--- config.mk ---
export PLATFORM = sky130hd
export DESIGN_NAME = if_fetch_flat
export DESIGN_NICKNAME = d
export VERILOG_FILES = /design/src/rtl/if_fetch_pkg.sv /design/src/rtl/if_fetch_if.sv /design/src/rtl/if_fetch_if_id_buf.sv /design/src/rtl/if_fetch.sv /design/src/flat_wrapper.sv
export SDC_FILE = /design/constraint.sdc
export NUM_CORES = 1
export LEC_CHECK = 0
export CAP_MARGIN = 10
export CORE_MARGIN = 4
export CORE_UTILIZATION = 52
export DETAILED_ROUTE_END_ITERATION = 8
export PLACE_DENSITY = 0.84
export REMOVE_ABC_BUFFERS = 1
export SYNTH_ARGS = -nofsm -noshare
export SYNTH_HDL_FRONTEND = slang
export SYNTH_SLANG_ARGS = --single-unit
--- constraint.sdc ---
create_clock -name clk -period 2.4 [get_ports clk]
set_clock_uncertainty 0.1 [all_clocks]
set_input_delay 0.6 -clock clk [delete_from_list [all_inputs] [get_ports clk]]
set_output_delay 0.6 -clock clk [all_outputs]
set_load 0.01 [all_outputs]
--- src/rtl/if_fetch_pkg.sv ---
// Shared types and helpers for the instruction-fetch stage.
// Fetch states, the nop encoding and the redirect alignment check live here.
package if_fetch_pkg;

   typedef enum logic [1:0] {
      ST_FETCH = 2'd0,
      ST_KILL  = 2'd1,
      ST_HOLD  = 2'd2
   } if_state_t;

   localparam logic [31:0] IF_NOP_INST = 32'h0000_0000;

   function automatic logic is_misaligned(input logic [1:0] lo);
      return |lo;
   endfunction

endpackage

--- src/rtl/if_fetch_if.sv ---
// Bundle of decode/ctrl/instruction-memory signals around the fetch stage.
// master = fetch stage view, slave = surrounding pipeline and memory view.
interface if_fetch_if #(
   parameter int ADDR_W = 32,
   parameter int INST_W = 32
);
   logic              stall_i;
   logic              be_i;
   logic [ADDR_W-1:0] baddr_i;
   logic              imem_req_o;
   logic [ADDR_W-1:0] imem_addr_o;
   logic              imem_ack_i;
   logic [INST_W-1:0] imem_rdata_i;
   logic [ADDR_W-1:0] pc_o;
   logic [INST_W-1:0] inst_o;
   logic              inst_valid_o;
   logic              ifstallreq_o;
   logic              align_err_o;

   modport master (
      input  stall_i, be_i, baddr_i, imem_ack_i, imem_rdata_i,
      output imem_req_o, imem_addr_o, pc_o, inst_o, inst_valid_o,
      output ifstallreq_o, align_err_o
   );

   modport slave (
      output stall_i, be_i, baddr_i, imem_ack_i, imem_rdata_i,
      input  imem_req_o, imem_addr_o, pc_o, inst_o, inst_valid_o,
      input  ifstallreq_o, align_err_o
   );
endinterface

--- src/rtl/if_fetch_if_id_buf.sv ---
// IF/ID pipeline register: bubble wins over load, otherwise contents are held.
module if_id_buf #(
   parameter int ADDR_W = 32,
   parameter int INST_W = 32
) (
   input  logic              clk,
   input  logic              rst,
   input  logic              i_load,
   input  logic              i_bubble,
   input  logic [ADDR_W-1:0] i_pc,
   input  logic [INST_W-1:0] i_inst,
   output logic [ADDR_W-1:0] o_pc,
   output logic [INST_W-1:0] o_inst,
   output logic              o_valid
);
   logic [ADDR_W-1:0] r_pc;
   logic [INST_W-1:0] r_inst;
   logic              r_valid;

   always_ff @(posedge clk) begin
      if (rst || i_bubble) begin
         r_pc    <= '0;
         r_inst  <= '0;
         r_valid <= 1'b0;
      end else if (i_load) begin
         r_pc    <= i_pc;
         r_inst  <= i_inst;
         r_valid <= 1'b1;
      end
   end

   assign o_pc    = r_pc;
   assign o_inst  = r_inst;
   assign o_valid = r_valid;
endmodule

--- src/rtl/if_fetch.sv ---
// Instruction fetch: owns the PC, runs one-outstanding req/ack fetches and
// squashes wrong-path data after a redirect from decode.
module if_fetch
   import if_fetch_pkg::*;
#(
   parameter int                ADDR_W   = 32,
   parameter int                INST_W   = 32,
   parameter logic [ADDR_W-1:0] RESET_PC = '0
) (
   input logic        clk,
   input logic        rst,
   if_fetch_if.master bus
);
   if_state_t         r_state, w_state_nxt;
   logic [ADDR_W-1:0] r_pc, w_pc_nxt;
   logic [ADDR_W-1:0] r_kill, w_kill_nxt;
   logic [ADDR_W-1:0] r_hb_pc;
   logic [INST_W-1:0] r_hb_inst;
   logic              r_align_err;
   logic              w_hb_we, w_load, w_bubble;
   logic [ADDR_W-1:0] w_ld_pc;
   logic [INST_W-1:0] w_ld_inst;
   logic              w_redir;
   logic [ADDR_W-1:0] w_tgt;
   logic [ADDR_W-1:0] w_pc_inc;

   // A redirect raised during a stall is ignored; decode re-presents it later.
   assign w_redir  = bus.be_i && !bus.stall_i;
   assign w_tgt    = {bus.baddr_i[ADDR_W-1:2], 2'b00};
   assign w_pc_inc = r_pc + ADDR_W'(4);

   always_comb begin
      w_state_nxt = r_state;
      w_pc_nxt    = r_pc;
      w_kill_nxt  = r_kill;
      w_hb_we     = 1'b0;
      w_load      = 1'b0;
      w_bubble    = 1'b0;
      w_ld_pc     = r_pc;
      w_ld_inst   = bus.imem_rdata_i;
      case (r_state)
         ST_FETCH: begin
            if (bus.imem_ack_i) begin
               if (bus.stall_i) begin
                  w_hb_we     = 1'b1;
                  w_pc_nxt    = w_pc_inc;
                  w_state_nxt = ST_HOLD;
               end else if (bus.be_i) begin
                  w_pc_nxt = w_tgt;
                  w_bubble = 1'b1;
               end else begin
                  w_load   = 1'b1;
                  w_pc_nxt = w_pc_inc;
               end
            end else if (w_redir) begin
               w_kill_nxt  = w_tgt;
               w_bubble    = 1'b1;
               w_state_nxt = ST_KILL;
            end else if (!bus.stall_i) begin
               w_bubble = 1'b1;
            end
         end
         ST_KILL: begin
            if (w_redir) w_kill_nxt = w_tgt;
            if (!bus.stall_i) w_bubble = 1'b1;
            // The in-flight response belongs to the old path and is dropped.
            if (bus.imem_ack_i) begin
               w_pc_nxt    = w_kill_nxt;
               w_state_nxt = ST_FETCH;
            end
         end
         ST_HOLD: begin
            if (!bus.stall_i) begin
               w_state_nxt = ST_FETCH;
               if (bus.be_i) begin
                  w_pc_nxt = w_tgt;
                  w_bubble = 1'b1;
               end else begin
                  w_load    = 1'b1;
                  w_ld_pc   = r_hb_pc;
                  w_ld_inst = r_hb_inst;
               end
            end
         end
         default: w_state_nxt = ST_FETCH;
      endcase
   end

   always_ff @(posedge clk) begin
      if (rst) begin
         r_state     <= ST_FETCH;
         r_pc        <= RESET_PC;
         r_kill      <= '0;
         r_hb_pc     <= '0;
         r_hb_inst   <= '0;
         r_align_err <= 1'b0;
      end else begin
         r_state <= w_state_nxt;
         r_pc    <= w_pc_nxt;
         r_kill  <= w_kill_nxt;
         if (w_hb_we) begin
            r_hb_pc   <= r_pc;
            r_hb_inst <= bus.imem_rdata_i;
         end
         if (w_redir && is_misaligned(bus.baddr_i[1:0])) r_align_err <= 1'b1;
      end
   end

   if_id_buf #(.ADDR_W(ADDR_W), .INST_W(INST_W)) u_if_id_buf (
      .clk      (clk),
      .rst      (rst),
      .i_load   (w_load),
      .i_bubble (w_bubble),
      .i_pc     (w_ld_pc),
      .i_inst   (w_ld_inst),
      .o_pc     (bus.pc_o),
      .o_inst   (bus.inst_o),
      .o_valid  (bus.inst_valid_o)
   );

   assign bus.imem_req_o   = !rst && (r_state == ST_FETCH || r_state == ST_KILL);
   assign bus.imem_addr_o  = r_pc;
   assign bus.ifstallreq_o = bus.imem_req_o && !bus.imem_ack_i;
   assign bus.align_err_o  = r_align_err;
endmodule

--- src/flat_wrapper.sv ---
// flat-port wrapper written by rule: the top's interface ports become plain ports
module if_fetch_flat import if_fetch_pkg::*;
#(
   parameter int                ADDR_W   = 32,
   parameter int                INST_W   = 32,
   parameter logic [ADDR_W-1:0] RESET_PC = '0
)
  (clk, rst, bus_stall_i, bus_be_i, bus_baddr_i, bus_imem_ack_i, bus_imem_rdata_i, bus_imem_req_o, bus_imem_addr_o, bus_pc_o, bus_inst_o, bus_inst_valid_o, bus_ifstallreq_o, bus_align_err_o);
  if_fetch_if #(.ADDR_W(ADDR_W), .INST_W(INST_W)) bus_i ();
  input logic clk;
  input logic rst;
  input wire logic [$bits(bus_i.stall_i)-1:0] bus_stall_i;
  input wire logic [$bits(bus_i.be_i)-1:0] bus_be_i;
  input wire logic [$bits(bus_i.baddr_i)-1:0] bus_baddr_i;
  input wire logic [$bits(bus_i.imem_ack_i)-1:0] bus_imem_ack_i;
  input wire logic [$bits(bus_i.imem_rdata_i)-1:0] bus_imem_rdata_i;
  output wire logic [$bits(bus_i.imem_req_o)-1:0] bus_imem_req_o;
  output wire logic [$bits(bus_i.imem_addr_o)-1:0] bus_imem_addr_o;
  output wire logic [$bits(bus_i.pc_o)-1:0] bus_pc_o;
  output wire logic [$bits(bus_i.inst_o)-1:0] bus_inst_o;
  output wire logic [$bits(bus_i.inst_valid_o)-1:0] bus_inst_valid_o;
  output wire logic [$bits(bus_i.ifstallreq_o)-1:0] bus_ifstallreq_o;
  output wire logic [$bits(bus_i.align_err_o)-1:0] bus_align_err_o;
  assign bus_i.stall_i = bus_stall_i;
  assign bus_i.be_i = bus_be_i;
  assign bus_i.baddr_i = bus_baddr_i;
  assign bus_i.imem_ack_i = bus_imem_ack_i;
  assign bus_i.imem_rdata_i = bus_imem_rdata_i;
  assign bus_imem_req_o = bus_i.imem_req_o;
  assign bus_imem_addr_o = bus_i.imem_addr_o;
  assign bus_pc_o = bus_i.pc_o;
  assign bus_inst_o = bus_i.inst_o;
  assign bus_inst_valid_o = bus_i.inst_valid_o;
  assign bus_ifstallreq_o = bus_i.ifstallreq_o;
  assign bus_align_err_o = bus_i.align_err_o;
  if_fetch #(.ADDR_W(ADDR_W), .INST_W(INST_W), .RESET_PC(RESET_PC)) u_core (.clk(clk), .rst(rst), .bus(bus_i));
endmodule
==> impl_metrics.csv, run 1 <==
group,metric,value,unit
sta,slew_violations,0,
placed_design,gp_congestion,0.943,
critical_path,critPathKind,"flop to output port",
cells_and_area,syn2layout_area_growth,34.9,%
power_and_ir_drop,peakVddDrop,0.556,mV
detailed_routing,drtPass1Iterations,5,
yosys,ys_warn_count,0,
yosys,ys_seq_elements,196,
grt,grt_pass1_wl,42200,µm
cells_and_area,final_core_util,72.1,%
floorplan,core,16600,µm²
detailed_routing,drc,0,
power_and_ir_drop,power.leakage,4.11,nW
sta,fin_crit,2.29,ns
grt,grt_max_degree,123,
clock_tree,cts_buffers,17,
cells_and_area,diodes,0,
critical_path,path_max_fanout,8,
critical_path,start_kind,"flop",
power_and_ir_drop,comb_power_share,20.8,%
yosys,syn_avg_cell_area,8.09,µm²
sta,setup_ws,0.115,ns
critical_path,crit_path_top_delay_cell,"clkdlybuf4s50_1",
detailed_routing,drtIter0Drc,694,
power_and_ir_drop,power.density,667,nW/µm²
yosys,synthCells,1098,
grt,grtUsageTotal,26.3,%
detailed_routing,ant_nets,0,
critical_path,cp.required,1.70,ns
clock_tree,h-tree-depth,4,
detailed_routing,routed_wl,26200,µm
job,timing.max_cap.violations,0,
floorplan,die-height,139,µm
yosys,ys_seq_area_share,44.2,%
clock_tree,root_buffer,"clkbuf_16",
placed_design,place_area,11400,µm²
critical_path,crit_chain,"clkdlybuf4s50_1",
hold_path,hold_path.class,"input port to flop",
critical_path,cp.arrival,1.59,ns
critical_path,cp_slowest_stage_delay,0.64,ns
cells_and_area,design_area,12000,µm²
detailed_routing,wl_per_cell,17.3,µm
cells_and_area,final_net_count,1357,
yosys,synth_edf_count,0,
clock_tree,path_clk_slew,0.07,ns
placed_design,hpwl,18100,µm
power_and_ir_drop,swShare,28.3,%
power_and_ir_drop,clkPwrFrac,34.7,%
cells_and_area,drive_gt1_share,11.6,%
grt,antenna_found_initial,0,
floorplan,core.rowCount,47,
yosys,async_flop_share,0,%
floorplan,io_pins,169,
floorplan,start_util,53.4,%
detailed_routing,vias,8746,
placed_design,dp_slack,-0.153,ns
sta,hold_slack,0.265,ns
sta,worst_slew_pin_slew,0.613,ns
yosys,yosysUniqueCellTypes,61,
sta,relSlewSlack,59.1,%
sta,finalSetupViolCount,0,
clock_tree,cts_sinks,196,
cells_and_area,n_fill_cell,1328,
critical_path,path_buf_inv,1,
cells_and_area,multi_input_area,4550,µm²
clock_tree,clk_path_buf_depth,2,
critical_path,cp_top_family,"buffers and inverters",
sta,hold_viol,0,
yosys,synth_top_flop_cell,"dfxtp_1",
floorplan,die_area,19200,µm²
power_and_ir_drop,power_switching,0.00226,W
sta,finalCritPeriodShare,95.2,%
status,status,"finished clean",
sta,rsz0062_at_grt,"no",
clock_tree,cts_tree,"done",
power_and_ir_drop,power_frac_seq,44.5,%
sta,fmax,438,MHz
floorplan,dieWidth,139,µm
power_and_ir_drop,p_int,0.00574,W
critical_path,worstSetupEndpointType,"output port",
grt,grt_overflow,0,
detailed_routing,routed_via_density,5.77,
cells_and_area,seq_area,3930,µm²
yosys,syn-cell-area,8890,µm²
placed_design,numPortBuffers,168,
clock_tree,worstSkewPairLatency,0.43,ns
grt,grt_pass1_vias,8275,
[sequential cells by signal (all words and copies together), names as in the netlist]
| signal | flops |
|---|---|
| u_core.bus.align_err_o | 1 |
| u_core.u_if_id_buf.o_valid | 1 |
| u_core.r_kill | 32 |
| u_core.r_hb_pc | 32 |
| u_core.u_if_id_buf.o_inst | 32 |
| u_core.r_hb_inst | 32 |
| u_core.bus.imem_addr_o | 32 |
| u_core.u_if_id_buf.o_pc | 32 |
| u_core.r_state | 2 |
[Yosys cell counts (all sizes together) (8+ instances only)]
| library cell | instances | area share [%] |
|---|---|---|
| nor3 | 13 | 0.73 |
| a21oi | 140 | 7.9 |
| nor4 | 11 | 1.0 |
| a211oi | 72 | 6.1 |
| o21a | 12 | 1.0 |
| inv | 16 | 0.68 |
| nand3 | 12 | 0.68 |
| a22o | 9 | 0.89 |
| o21ai | 26 | 1.5 |
| mux2i | 57 | 6.4 |
| dfxtp | 196 | 44 |
| buf | 19 | 0.99 |
| nor2 | 100 | 4.2 |
| a221o | 9 | 1.0 |
| nand2 | 214 | 9.0 |
| clkbuf | 80 | 3.4 |
| a22oi | 8 | 0.68 |
| a32o | 9 | 1.0 |
| nand4 | 13 | 1.2 |
[layer usage]
| metal | GRT usage (%) | routed length (µm) | share of wire (%) | vias to the layer above |
|---|---|---|---|---|
| met2 | 44.7 | 12500 | 48 | 373 |
| met1 | 33.9 | 11200 | 43 | 4054 |
| li1 | - | - | - | 4270 |
| met4 | 8.34 | 561 | 2.1 | 0 |
| met5 | 0 | 0 | 0 | - |
| met3 | 5.34 | 1990 | 7.6 | 49 |
[cell usage in the layout (no fill, tap or decap), types with 12 or more instances in the layout]
cell / synthesis / routed
a211oi_1: 71 / 71
buf_12: 0 / 17
o21a_1: 12 / 12
mux2i_1: 57 / 57
nor2_1: 100 / 99
nor3_1: 13 / 12
nand2_1: 214 / 214
clkdlybuf4s50_1: 0 / 165
dfxtp_1: 196 / 194
clkbuf_16: 0 / 17
inv_1: 16 / 16
o21ai_0: 25 / 25
buf_4: 0 / 81
a21oi_1: 140 / 140
[final timing paths]
| kind | startpoint | endpoint | slack [ns] | cells after the start |
|---|---|---|---|---|
| min reg2reg | u_core.bus.align_err_o | u_core.bus.align_err_o | 0.35 | 2 |
| min | rst | u_core.bus.align_err_o | 0.27 | 2 |
| max reg2reg | u_core.r_state[0] | u_core.bus.imem_addr_o[19] | 0.25 | 9 |
| max | u_core.bus.imem_addr_o[29] | bus_imem_addr_o[29] | 0.11 | 1 |
[metrics by stage]
step | total power [W] | std cells | TNS (ns)
floorplan | 0.00440 | 999 | -420.77
global placement | 0.00522 | 1483 | -4.75
detailed placement | 0.00526 | 1483 | -8.28
CTS | 0.00802 | 1515 | 0
global route | 0.00831 | 1515 | 0
finish | 0.00800 | 1515 | 0
[cell type report]
class	instances	area share, %
multi-input cells	787	37.9
flip-flops and latches	196	32.7
repair buffers	265	21.8
clock buffers	22	3.95
well taps	220	2.30
clock inverters	9	0.782
inverters	16	0.501
[repair_timing]
action                     CTS  global route
setup endpoints to repair    2             1
resized for setup            9             3
buffers inserted             1             0
hold buffers                 0             0
pin swaps                    1             0
[power groups by stage]
stage	Combinational [W]	Clock [W]	Sequential [W]
floorplan	0.000721	0	0.00368
global placement	0.00160	0	0.00362
detailed placement	0.00163	0	0.00363
CTS	0.00165	0.00282	0.00355
global route	0.00179	0.00294	0.00358
finish	0.00167	0.00277	0.00356
[logic make-up after synthesis]
kind of cell,Yosys count,synth area share [%]
and+or+nand+nor,391,19.0
xor gates and xnor gates,4,0.394
DFF,196,44.2
muxes,57,6.42
buffers and inverters,115,5.07
adders and majority gates,5,0.704
AOI/OAI and AO/OA,330,24.2
Note: power is estimated with default switching activity, not from simulation.
==> run 2: changes to the inputs <==
CELL_PAD_IN_SITES_DETAIL_PLACEMENT = 1   (was unset)
CELL_PAD_IN_SITES_GLOBAL_PLACEMENT = 2   (was unset)
CORE_UTILIZATION = 30   (was 52)
PLACE_DENSITY = 0.83   (was 0.84)
==> run 2 against run 1 <==
  * Non-clock buffer count up 7
  * Combinational power up 4%
  * Final area up 2.7%
  * Largest power group unchanged
  * Via count down 0.19%
  * Largest cell class unchanged
  * Critical endpoint is now bus_imem_addr_o[10]
  * Clock-buffer cell count down 4
==> impl_metrics.csv, run 2 (synthesis results as in run 1) <==
group,metric,value,unit
status,status,"finished clean",
detailed_routing,routed_via_density,5.18,
floorplan,die-height,180,µm
detailed_routing,wl_per_cell,17.8,µm
cells_and_area,diodes,0,
power_and_ir_drop,power_frac_seq,44.0,%
critical_path,cp.arrival,1.62,ns
clock_tree,cts_sinks,196,
power_and_ir_drop,comb_power_share,21.5,%
placed_design,hpwl,21600,µm
floorplan,dieWidth,180,µm
job,timing.max_cap.violations,0,
sta,finalSetupViolCount,0,
sta,hold_slack,0.353,ns
power_and_ir_drop,swShare,30.2,%
floorplan,core,28900,µm²
hold_path,holdPathEnd,"u_core.bus.align_err_o",
power_and_ir_drop,peakVddDrop,0.489,mV
cells_and_area,drive_gt1_share,12.4,%
power_and_ir_drop,p_int,0.00563,W
floorplan,core.rowCount,62,
placed_design,gp_congestion,0.817,
cells_and_area,mostFrequentLayoutCell,"nand2_1",
sta,slew_violations,0,
placed_design,placed_cells,1655,
sta,rsz0062_at_grt,"no",
sta,relSlewSlack,59.8,%
cells_and_area,n_fill_cell,3403,
floorplan,start_util,30.7,%
critical_path,path_max_fanout,10,
floorplan,io_pins,169,
clock_tree,hold_buffers,0,
clock_tree,cts_buffers,17,
critical_path,regToRegEndpoint,"u_core.bus.imem_addr_o[31]",
cells_and_area,final_cells,1686,
detailed_routing,m1WireLength,14800,µm
power_and_ir_drop,clkPwrFrac,34.5,%
hold_path,whs_path_depth,2,
sta,fmax,432,MHz
hold_path,hp-start,"u_core.bus.align_err_o",
cells_and_area,final_cell_mix,"214 x nand2_1, 194 x dfxtp_1, 165 x clkdlybuf4s50_1, 140 x a21oi_1, 98 x nor2_1",
detailed_routing,drtPass1Iterations,7,
grt,grt_max_degree,124,
placed_design,numPortBuffers,168,
power_and_ir_drop,power_switching,0.00243,W
critical_path,worstSetupEndpointType,"output port",
grt,antenna_found_initial,0,
sta,finalCritPeriodShare,96.5,%
detailed_routing,routed_wl,30100,µm
critical_path,critPathKind,"flop to output port",
clock_tree,path_clk_slew,0.08,ns
power_and_ir_drop,power.density,655,nW/µm²
critical_path,timing.rr.start,"u_core.r_state[0]",
hold_path,hold_path.class,"flop to flop",
critical_path,start_kind,"flop",
cells_and_area,final_net_count,1364,
cells_and_area,syn2layout_area_growth,38.5,%
grt,grtUsageTotal,18.3,%
clock_tree,cts_tree,"done",
grt,grt_overflow,0,
detailed_routing,dr_wl_met3,1080,µm
detailed_routing,drc,0,
sta,hold_viol,0,
critical_path,r2r_cells,8,
detailed_routing,drtIter0Drc,441,
critical_path,cp.required,1.70,ns
detailed_routing,dr.max_layer_used,"met4",
grt,grt_pass1_wl,49400,µm
grt,grt_pass1_vias,8822,
critical_path,r2r_slack,0.18,ns
detailed_routing,ant_nets,0,
clock_tree,worstSkewPairLatency,0.43,ns
sta,worst_slew_pin_slew,0.604,ns
detailed_routing,vias,8729,
clock_tree,root_buffer,"clkbuf_16",
floorplan,die_area,32400,µm²
clock_tree,clk_path_buf_depth,2,
detailed_routing,route.met2.wl,13900,µm
clock_tree,h-tree-depth,4,
sta,fin_crit,2.32,ns
power_and_ir_drop,power.leakage,4.16,nW
run 2: per-stage QoR:
step | setup TNS, ns | worst slack (ns) | total power (W) | instance area, µm² | util, %
2_1_floorplan | -420.77 | -6.33 | 0.00440 | 8500 | -
3_3_place_gp | -10.43 | -0.234 | 0.00531 | 11700 | 40.5
3_5_place_dp | -13.56 | -0.273 | 0.00536 | 11700 | 40.5
4_1_cts | 0 | 0.0665 | 0.00816 | 12300 | 42.5
5_1_grt | 0 | 0.0197 | 0.00847 | 12300 | 42.6
6_report | 0 | 0.0847 | 0.00806 | 12300 | 42.6
run 2: power by group through the flow:
stage / sequential (W) / clock [W] / combinational (W)
2_1_floorplan: 0.00368 / 0 / 0.000721
6_report: 0.00355 / 0.00278 / 0.00173
4_1_cts: 0.00355 / 0.00287 / 0.00175
3_3_place_gp: 0.00361 / 0 / 0.00170
5_1_grt: 0.00357 / 0.00300 / 0.00189
3_5_place_dp: 0.00362 / 0 / 0.00173
run 2: worst max path at each step:
stage | startpoint | end | slack (ns) | cells past startpoint
global route | u_core.r_state[0] | bus_ifstallreq_o | 0.02 | 5
CTS | u_core.bus.imem_addr_o[10] | bus_imem_addr_o[10] | 0.07 | 2
global placement | bus_stall_i | u_core.bus.imem_addr_o[14] | -0.23 | 7
finish | u_core.bus.imem_addr_o[10] | bus_imem_addr_o[10] | 0.08 | 2
detailed placement | bus_stall_i | u_core.bus.imem_addr_o[25] | -0.27 | 7
floorplan | u_core.r_state[0] | u_core.u_if_id_buf.o_inst[0] | -6.33 | 5
run 2: cell type report:
type	count	area (µm²)	area share (%)
clock buffer	18	439	3.57
clock inverter	13	123	0.996
tap	384	480	3.90
timing repair buffer	272	2710	22.0
inverter	16	60.1	0.488
sequential	196	3930	31.9
multi-input combinational	787	4580	37.2
run 2: repair_timing:
| action | CTS | global route |
|---|---|---|
| pin swaps | 0 | 0 |
| resized for setup | 10 | 1 |
| buffers inserted | 0 | 0 |
| setup endpoints to repair | 2 | 1 |
run 2: per-layer routing:
metal  GRT usage, %  vias to the layer above
met1           25.9                     4237
met4           3.45                        0
met5              0                        -
met2           29.9                      185
met3           2.93                       17
li1               -                     4290
run 2: worst max-delay path, cell delays in order (launching register included):
cell	delay (ns)
dfxtp_1	0.38
buf_4	0.21
clkdlybuf4s50_1	0.59
